[config.mk]
export PLATFORM = sky130hd
export DESIGN_NAME = reg_file_mp
export DESIGN_NICKNAME = d
export VERILOG_FILES = /design/src/rtl/cpu_pkg.sv /design/src/rtl/reg_clear_ctrl.sv /design/src/rtl/reg_file_mp.sv
export SDC_FILE = /design/constraint.sdc
export NUM_CORES = 1
export LEC_CHECK = 0
export CORE_ASPECT_RATIO = 1.5
export CORE_MARGIN = 3
export CORE_UTILIZATION = 64
export CTS_CLUSTER_SIZE = 14
export DETAILED_ROUTE_END_ITERATION = 8
export HOLD_SLACK_MARGIN = 0.06
export PLACE_DENSITY = 0.85
export SYNTH_ARGS = -nofsm -noshare
export SYNTH_HDL_FRONTEND = slang
export SYNTH_HIERARCHICAL = 1
export SYNTH_SLANG_ARGS = --single-unit
[constraint.sdc]
create_clock -name clk -period 5.06 [get_ports clk]
set_input_delay 1.265 -clock clk [delete_from_list [all_inputs] [get_ports clk]]
set_output_delay 1.265 -clock clk [all_outputs]
set_load 0.05 [all_outputs]
[src/rtl/cpu_pkg.sv]
// Shared CPU datapath definitions: default register-file geometry and the
// state encoding of the register-file clear engine.
package cpu_pkg;

  // Default width of one general-purpose register
  localparam int CPU_DATA_W    = 8;
  // Default number of general-purpose registers
  localparam int CPU_REG_DEPTH = 16;

  // Clear engine states
  typedef enum logic [0:0] {
    RF_IDLE  = 1'b0,
    RF_CLEAR = 1'b1
  } rf_state_t;

endpackage : cpu_pkg

[src/rtl/reg_clear_ctrl.sv]
// Clear sequencer for the register file. It walks a pointer over every entry
// and requests a zero write for each one. It runs after reset and whenever clr
// is pulsed. While it runs, busy is high and the register file rejects user
// accesses.
module reg_clear_ctrl
  import cpu_pkg::*;
#(
  parameter  int DEPTH  = CPU_REG_DEPTH,
  localparam int ADDR_W = $clog2(DEPTH)
) (
  input  logic              clk,
  input  logic              rst,
  input  logic              clr,
  output logic              clr_we,
  output logic [ADDR_W-1:0] clr_addr,
  output logic              busy
);

  localparam logic [ADDR_W-1:0] LAST_ADDR = ADDR_W'(DEPTH - 1);
  localparam logic [ADDR_W-1:0] ZERO_ADDR = ADDR_W'(0);
  localparam logic [ADDR_W-1:0] ONE_ADDR  = ADDR_W'(1);

  rf_state_t         r_state;
  logic [ADDR_W-1:0] r_ptr;
  logic              r_busy;

  rf_state_t         w_state_nxt;
  logic [ADDR_W-1:0] w_ptr_nxt;
  logic              w_busy_nxt;

  // Next-state logic: clr restarts the walk; the last entry exits to idle
  always_comb begin
    w_state_nxt = r_state;
    w_ptr_nxt   = r_ptr;
    w_busy_nxt  = r_busy;
    case (r_state)
      RF_IDLE: begin
        if (clr) begin
          w_state_nxt = RF_CLEAR;
          w_ptr_nxt   = ZERO_ADDR;
          w_busy_nxt  = 1'b1;
        end else begin
          w_state_nxt = RF_IDLE;
          w_ptr_nxt   = r_ptr;
          w_busy_nxt  = 1'b0;
        end
      end
      RF_CLEAR: begin
        if (clr) begin
          // Restart from the first entry; DEPTH more cycles follow.
          w_state_nxt = RF_CLEAR;
          w_ptr_nxt   = ZERO_ADDR;
          w_busy_nxt  = 1'b1;
        end else if (r_ptr == LAST_ADDR) begin
          // The last entry is cleared on this edge; the pointer never wraps.
          w_state_nxt = RF_IDLE;
          w_ptr_nxt   = ZERO_ADDR;
          w_busy_nxt  = 1'b0;
        end else begin
          w_state_nxt = RF_CLEAR;
          w_ptr_nxt   = r_ptr + ONE_ADDR;
          w_busy_nxt  = 1'b1;
        end
      end
      default: begin
        // An illegal encoding is recovered by running a fresh clear.
        w_state_nxt = RF_CLEAR;
        w_ptr_nxt   = ZERO_ADDR;
        w_busy_nxt  = 1'b1;
      end
    endcase
  end

  // State, pointer and busy registers; reset takes priority over clr
  always_ff @(posedge clk) begin
    if (rst) begin
      r_state <= RF_CLEAR;
      r_ptr   <= ZERO_ADDR;
      r_busy  <= 1'b1;
    end else begin
      r_state <= w_state_nxt;
      r_ptr   <= w_ptr_nxt;
      r_busy  <= w_busy_nxt;
    end
  end

  // busy is high exactly while in CLEAR, so it also enables the zero write.
  assign clr_we   = r_busy;
  assign clr_addr = r_ptr;
  assign busy     = r_busy;

endmodule : reg_clear_ctrl

[src/rtl/reg_file_mp.sv]
// General-purpose register file for the 8-bit CPU datapath. It has one write
// port and two independent registered read ports. A read of the address being
// written in the same cycle returns the new data (write-first). A clear engine
// zeroes all entries after reset and on request.
module reg_file_mp
  import cpu_pkg::*;
#(
  parameter  int DATA_W = CPU_DATA_W,
  parameter  int DEPTH  = CPU_REG_DEPTH,
  localparam int ADDR_W = $clog2(DEPTH)
) (
  input  logic              clk,
  input  logic              rst,
  input  logic              clr,
  input  logic              write,
  input  logic [ADDR_W-1:0] wr_addr,
  input  logic [DATA_W-1:0] wr_data,
  input  logic              read_a,
  input  logic [ADDR_W-1:0] rd_addr_a,
  input  logic              read_b,
  input  logic [ADDR_W-1:0] rd_addr_b,
  output logic [DATA_W-1:0] rd_data_a,
  output logic              rd_valid_a,
  output logic [DATA_W-1:0] rd_data_b,
  output logic              rd_valid_b,
  output logic              busy
);

  localparam logic [DATA_W-1:0] ZERO_DATA = {DATA_W{1'b0}};

  // Storage is not reset directly; the clear engine zeroes it after reset.
  logic [DATA_W-1:0] r_mem [DEPTH];

  logic [DATA_W-1:0] r_rd_data_a;
  logic              r_rd_valid_a;
  logic [DATA_W-1:0] r_rd_data_b;
  logic              r_rd_valid_b;

  logic              w_clr_we;
  logic [ADDR_W-1:0] w_clr_addr;
  logic              w_busy;

  logic              w_mem_we;
  logic [ADDR_W-1:0] w_mem_addr;
  logic [DATA_W-1:0] w_mem_data;

  logic [DATA_W-1:0] w_rd_next_a;
  logic [DATA_W-1:0] w_rd_next_b;

  reg_clear_ctrl #(
    .DEPTH (DEPTH)
  ) u_clear_ctrl (
    .clk      (clk),
    .rst      (rst),
    .clr      (clr),
    .clr_we   (w_clr_we),
    .clr_addr (w_clr_addr),
    .busy     (w_busy)
  );

  // Write mux: the clear engine owns the write port while busy
  always_comb begin
    w_mem_we   = 1'b0;
    w_mem_addr = wr_addr;
    w_mem_data = wr_data;
    if (w_clr_we) begin
      w_mem_we   = 1'b1;
      w_mem_addr = w_clr_addr;
      w_mem_data = ZERO_DATA;
    end else begin
      w_mem_we   = write;
      w_mem_addr = wr_addr;
      w_mem_data = wr_data;
    end
  end

  // Storage array update
  always_ff @(posedge clk) begin
    if (w_mem_we) begin
      r_mem[w_mem_addr] <= w_mem_data;
    end
  end

  // Read-data selection per port, forwarding same-cycle write data
  always_comb begin
    w_rd_next_a = r_mem[rd_addr_a];
    w_rd_next_b = r_mem[rd_addr_b];
    if (write && (wr_addr == rd_addr_a)) begin
      w_rd_next_a = wr_data;
    end else begin
      w_rd_next_a = r_mem[rd_addr_a];
    end
    if (write && (wr_addr == rd_addr_b)) begin
      w_rd_next_b = wr_data;
    end else begin
      w_rd_next_b = r_mem[rd_addr_b];
    end
  end

  // Port A output register: zeroed while busy, held when idle with no request
  always_ff @(posedge clk) begin
    if (rst || w_busy) begin
      r_rd_data_a  <= ZERO_DATA;
      r_rd_valid_a <= 1'b0;
    end else if (read_a) begin
      r_rd_data_a  <= w_rd_next_a;
      r_rd_valid_a <= 1'b1;
    end else begin
      r_rd_data_a  <= r_rd_data_a;
      r_rd_valid_a <= 1'b0;
    end
  end

  // Port B output register: zeroed while busy, held when idle with no request
  always_ff @(posedge clk) begin
    if (rst || w_busy) begin
      r_rd_data_b  <= ZERO_DATA;
      r_rd_valid_b <= 1'b0;
    end else if (read_b) begin
      r_rd_data_b  <= w_rd_next_b;
      r_rd_valid_b <= 1'b1;
    end else begin
      r_rd_data_b  <= r_rd_data_b;
      r_rd_valid_b <= 1'b0;
    end
  end

  assign rd_data_a  = r_rd_data_a;
  assign rd_valid_a = r_rd_valid_a;
  assign rd_data_b  = r_rd_data_b;
  assign rd_valid_b = r_rd_valid_b;
  assign busy       = w_busy;

endmodule : reg_file_mp

==> metrics.md <==
| Metric | Value |
|---|---|
| Hpwl dp | 12.4 mm |
| I/O Buffers | 44 |
| Final Non-Filler Cells | 671 |
| Die Y | 138 µm |
| Worst path bufs/invs | 1 |
| Pleak | 2.92 nW |
| Pwr dens | 347 nW/µm² |
| Slew margin rel. | 17.9% |
| Placed cells | 641 |
| Pin count of the biggest net entering global routing | 36 |
| Clock root buffer | clkbuf_16 |
| Nets | 540 |
| Vias/cell | 7.44 |
| CTS max path bufs | 2 |
| Sequential cell area fraction in the yosys report | 57.6% |
| Final wirelength | 19.0 mm |
| Worst Path Required | 5380 ps |
| Fin crit share | 65.1% |
| Syn Area/Cell | 15.4 µm² |
| Final Instance Area | 8460 µm² |
| Core Util, Final | 75.3% |
| Final setup TNS | 0 ps |
| Worst Path Arrival | 3610 ps |
| TritonCTS Buffers | 17 |
| H-tree levels | 4 |
| Clock latency on the worst-skew pair | 430 ps |
| Hold buffers post-CTS | 0 |
| First-pass GRT wire length | 28.9 mm |
| Initial Util | 66.5% |
| Post-CTS setup buffer count | 0 |
| Global route total overflow | 0 |
| Net Count, Synth | 511 |
| CP Capture Type | register |
| Final WS setup | 1760 ps |
| Antenna Violating Nets Remaining | 0 |
| Hold WC Path Type | register to register |
| Synth warn | 6 |
| Register bit total from synthesis | 151 |
| Placed cell areas | 7830 µm² |
| Wire per inst | 28.4 µm |
| Worst path max stage delay | 820 ps |
| Fmax | 0.303 GHz |
| Crit path cell chain | clkdlybuf4s50_1 > xor2_1 > or3b_4 > or4_1 > o211a_1 |
| Setup violations, final | 0 |
| Hold Vio Cnt, Final | 0 |
| EDFF count, synth | 128 |
| Most used DFF post-synth | edfxtp_1 |
| Row count | 47 |
| Initial antenna violation count | 0 |
| Run status | finished clean |
| Max Cap Viol | 0 |
| Distinct cells, synth | 53 |
| Maximum vdd drop | 0.269 mV |
| Routed vias | 4,991 |
| Syn Inst Count | 484 |
| Drc violations | 0 |
| Top delay family on crit path | simple AND/OR/NAND/NOR gates |
| Antenna Cells | 0 |
| Asr flop ratio synth | 0% |
| Max-slew violation count | 0 |
| Reg clk slew, reported paths | 60 ps |
| I/O pin cnt | 45 |
| Synth Cell Area | 7470 µm² |
| Initial detailed-routing violation count | 638 |
| PostCTS Resize Cnt | 0 |
| Clk_skew | 6.56 ps |
| Chip width | 94.2 µm |
| RSZ-0062 raised after global routing | false |
| Core area | 11,200 µm² |
| Syn-to-layout area delta | 13.3% |
| Max FO, Critical Path | 17 |
| Slew @ Worst Pin | 1230 ps |
| Vias in the first global route | 5,072 |
| Setup crit start kind | input port |
| Share of layout cells above drive strength 1 | 20.2% |
| First-pass DRT Iterations | 5 |
| GP Congestion | 0.943 |
| Die area | 13,000 µm² |
| CP Class | input port to register |
| Slowest-stage cell, CP | clkdlybuf4s50_1 |
| CTS tree | yes |
| Setup WS pre-CTS | 1400 ps |
| TritonCTS Sinks | 151 |
| GRT Total Usage | 30.6% |
| Min Tclk post-route | 3300 ps |
==> cell families (layout without fill, tap and decap cells) <==
kind of cell	Yosys count	in the layout	synth area share, %
flops	151	151	57.6
mux	97	97	21.2
simple gates	93	93	6.85
compound gates	87	87	9.07
buf+inv	47	87	4.16
xor+xnor	8	8	0.938
fa+ha+maj	1	1	0.168
==> layout by cell type (no fill, tap or decap), types with 10 or more instances in the layout <==
cell	netlist	layout
clkbuf_16	0	17
nor2b_1	10	10
a221oi_1	16	16
dfxtp_1	23	23
mux2i_1	41	41
edfxtp_1	128	128
nor2_1	28	28
clkdlybuf4s50_1	0	40
o21ai_0	12	12
mux4_2	48	48
nand2_1	12	12
==> report_power, final <==
group          total, mW  switching (mW)  leakage [nW]  internal, mW
sequential          1.35         0.00614          1.39          1.34
clock               1.36           0.493         0.299         0.867
combinational      0.226           0.127          1.23        0.0990
total               2.93           0.625          2.92          2.31
==> cells in the mapped netlist (9+ instances only) <==
cell      number  area, µm²
mux2i_1       41        410
nand2_1       12       45.0
buf_2          9       45.0
mux4_2        48       1080
o21ai_0       12       60.1
dfxtp_1       23        460
edfxtp_1     128       3840
clkbuf_1      13       48.8
nor2b_1       10       62.6
nor2_1        28        105
a221oi_1      16        140
==> area by class of cell <==
class	instances	area, µm²
fillers	643	2770
inverters	8	30.0
well taps	147	184
flip-flops and latches	151	4300
multi-input cells	286	2850
clock buffers	17	425
clock inverters	13	204
repair buffers	49	458
==> final timing paths <==
check             slack [ps]                   endpoint                         start  cells past startpoint
setup / recovery        1760  rd_data_a[7]$_SDFFE_PP0P_                  rd_addr_a[2]                      5
hold / removal           560  rd_data_a[2]$_SDFFE_PP0P_     rd_data_a[2]$_SDFFE_PP0P_                      2
setup reg to reg        2810      r_mem[1][5]$_DFFE_PP_  u_clear_ctrl/busy$_SDFF_PP1_                      4
hold reg to reg          560  rd_data_a[2]$_SDFFE_PP0P_     rd_data_a[2]$_SDFFE_PP0P_                      2
==> routing by layer <==
metal / part of all wire (%) / track usage (%) / routed length (µm) / up-vias
met5: 0 / 0 / 0 / -
met4: 5.8 / 17.1 / 1100 / 0
met3: 11 / 7.50 / 2040 / 90
met2: 50 / 48.2 / 9510 / 402
met1: 34 / 38.6 / 6390 / 2464
li1: - / - / - / 2035
==> sequential cells by signal (all words and copies together), names as in the netlist <==
signal                 cells
u_clear_ctrl/clr_addr      4
r_mem                    128
rd_data_a                  8
rd_valid_b                 1
rd_valid_a                 1
u_clear_ctrl/busy          1
rd_data_b                  8
==> through the flow <==
stage | total power [mW] | hold WS (ps)
2_1_floorplan | 1.53 | 541
3_3_place_gp | 1.59 | 542
5_1_grt | 2.99 | 582
3_5_place_dp | 1.59 | 548
4_1_cts | 2.93 | 558
6_report | 2.93 | 561
==> tightest hold or removal path, stage by stage (launching register included) <==
cell and delay [ps]:
dfxtp_1 310, o21ai_0 140, a211oi_1 60
(Power assumes the default switching activity.)
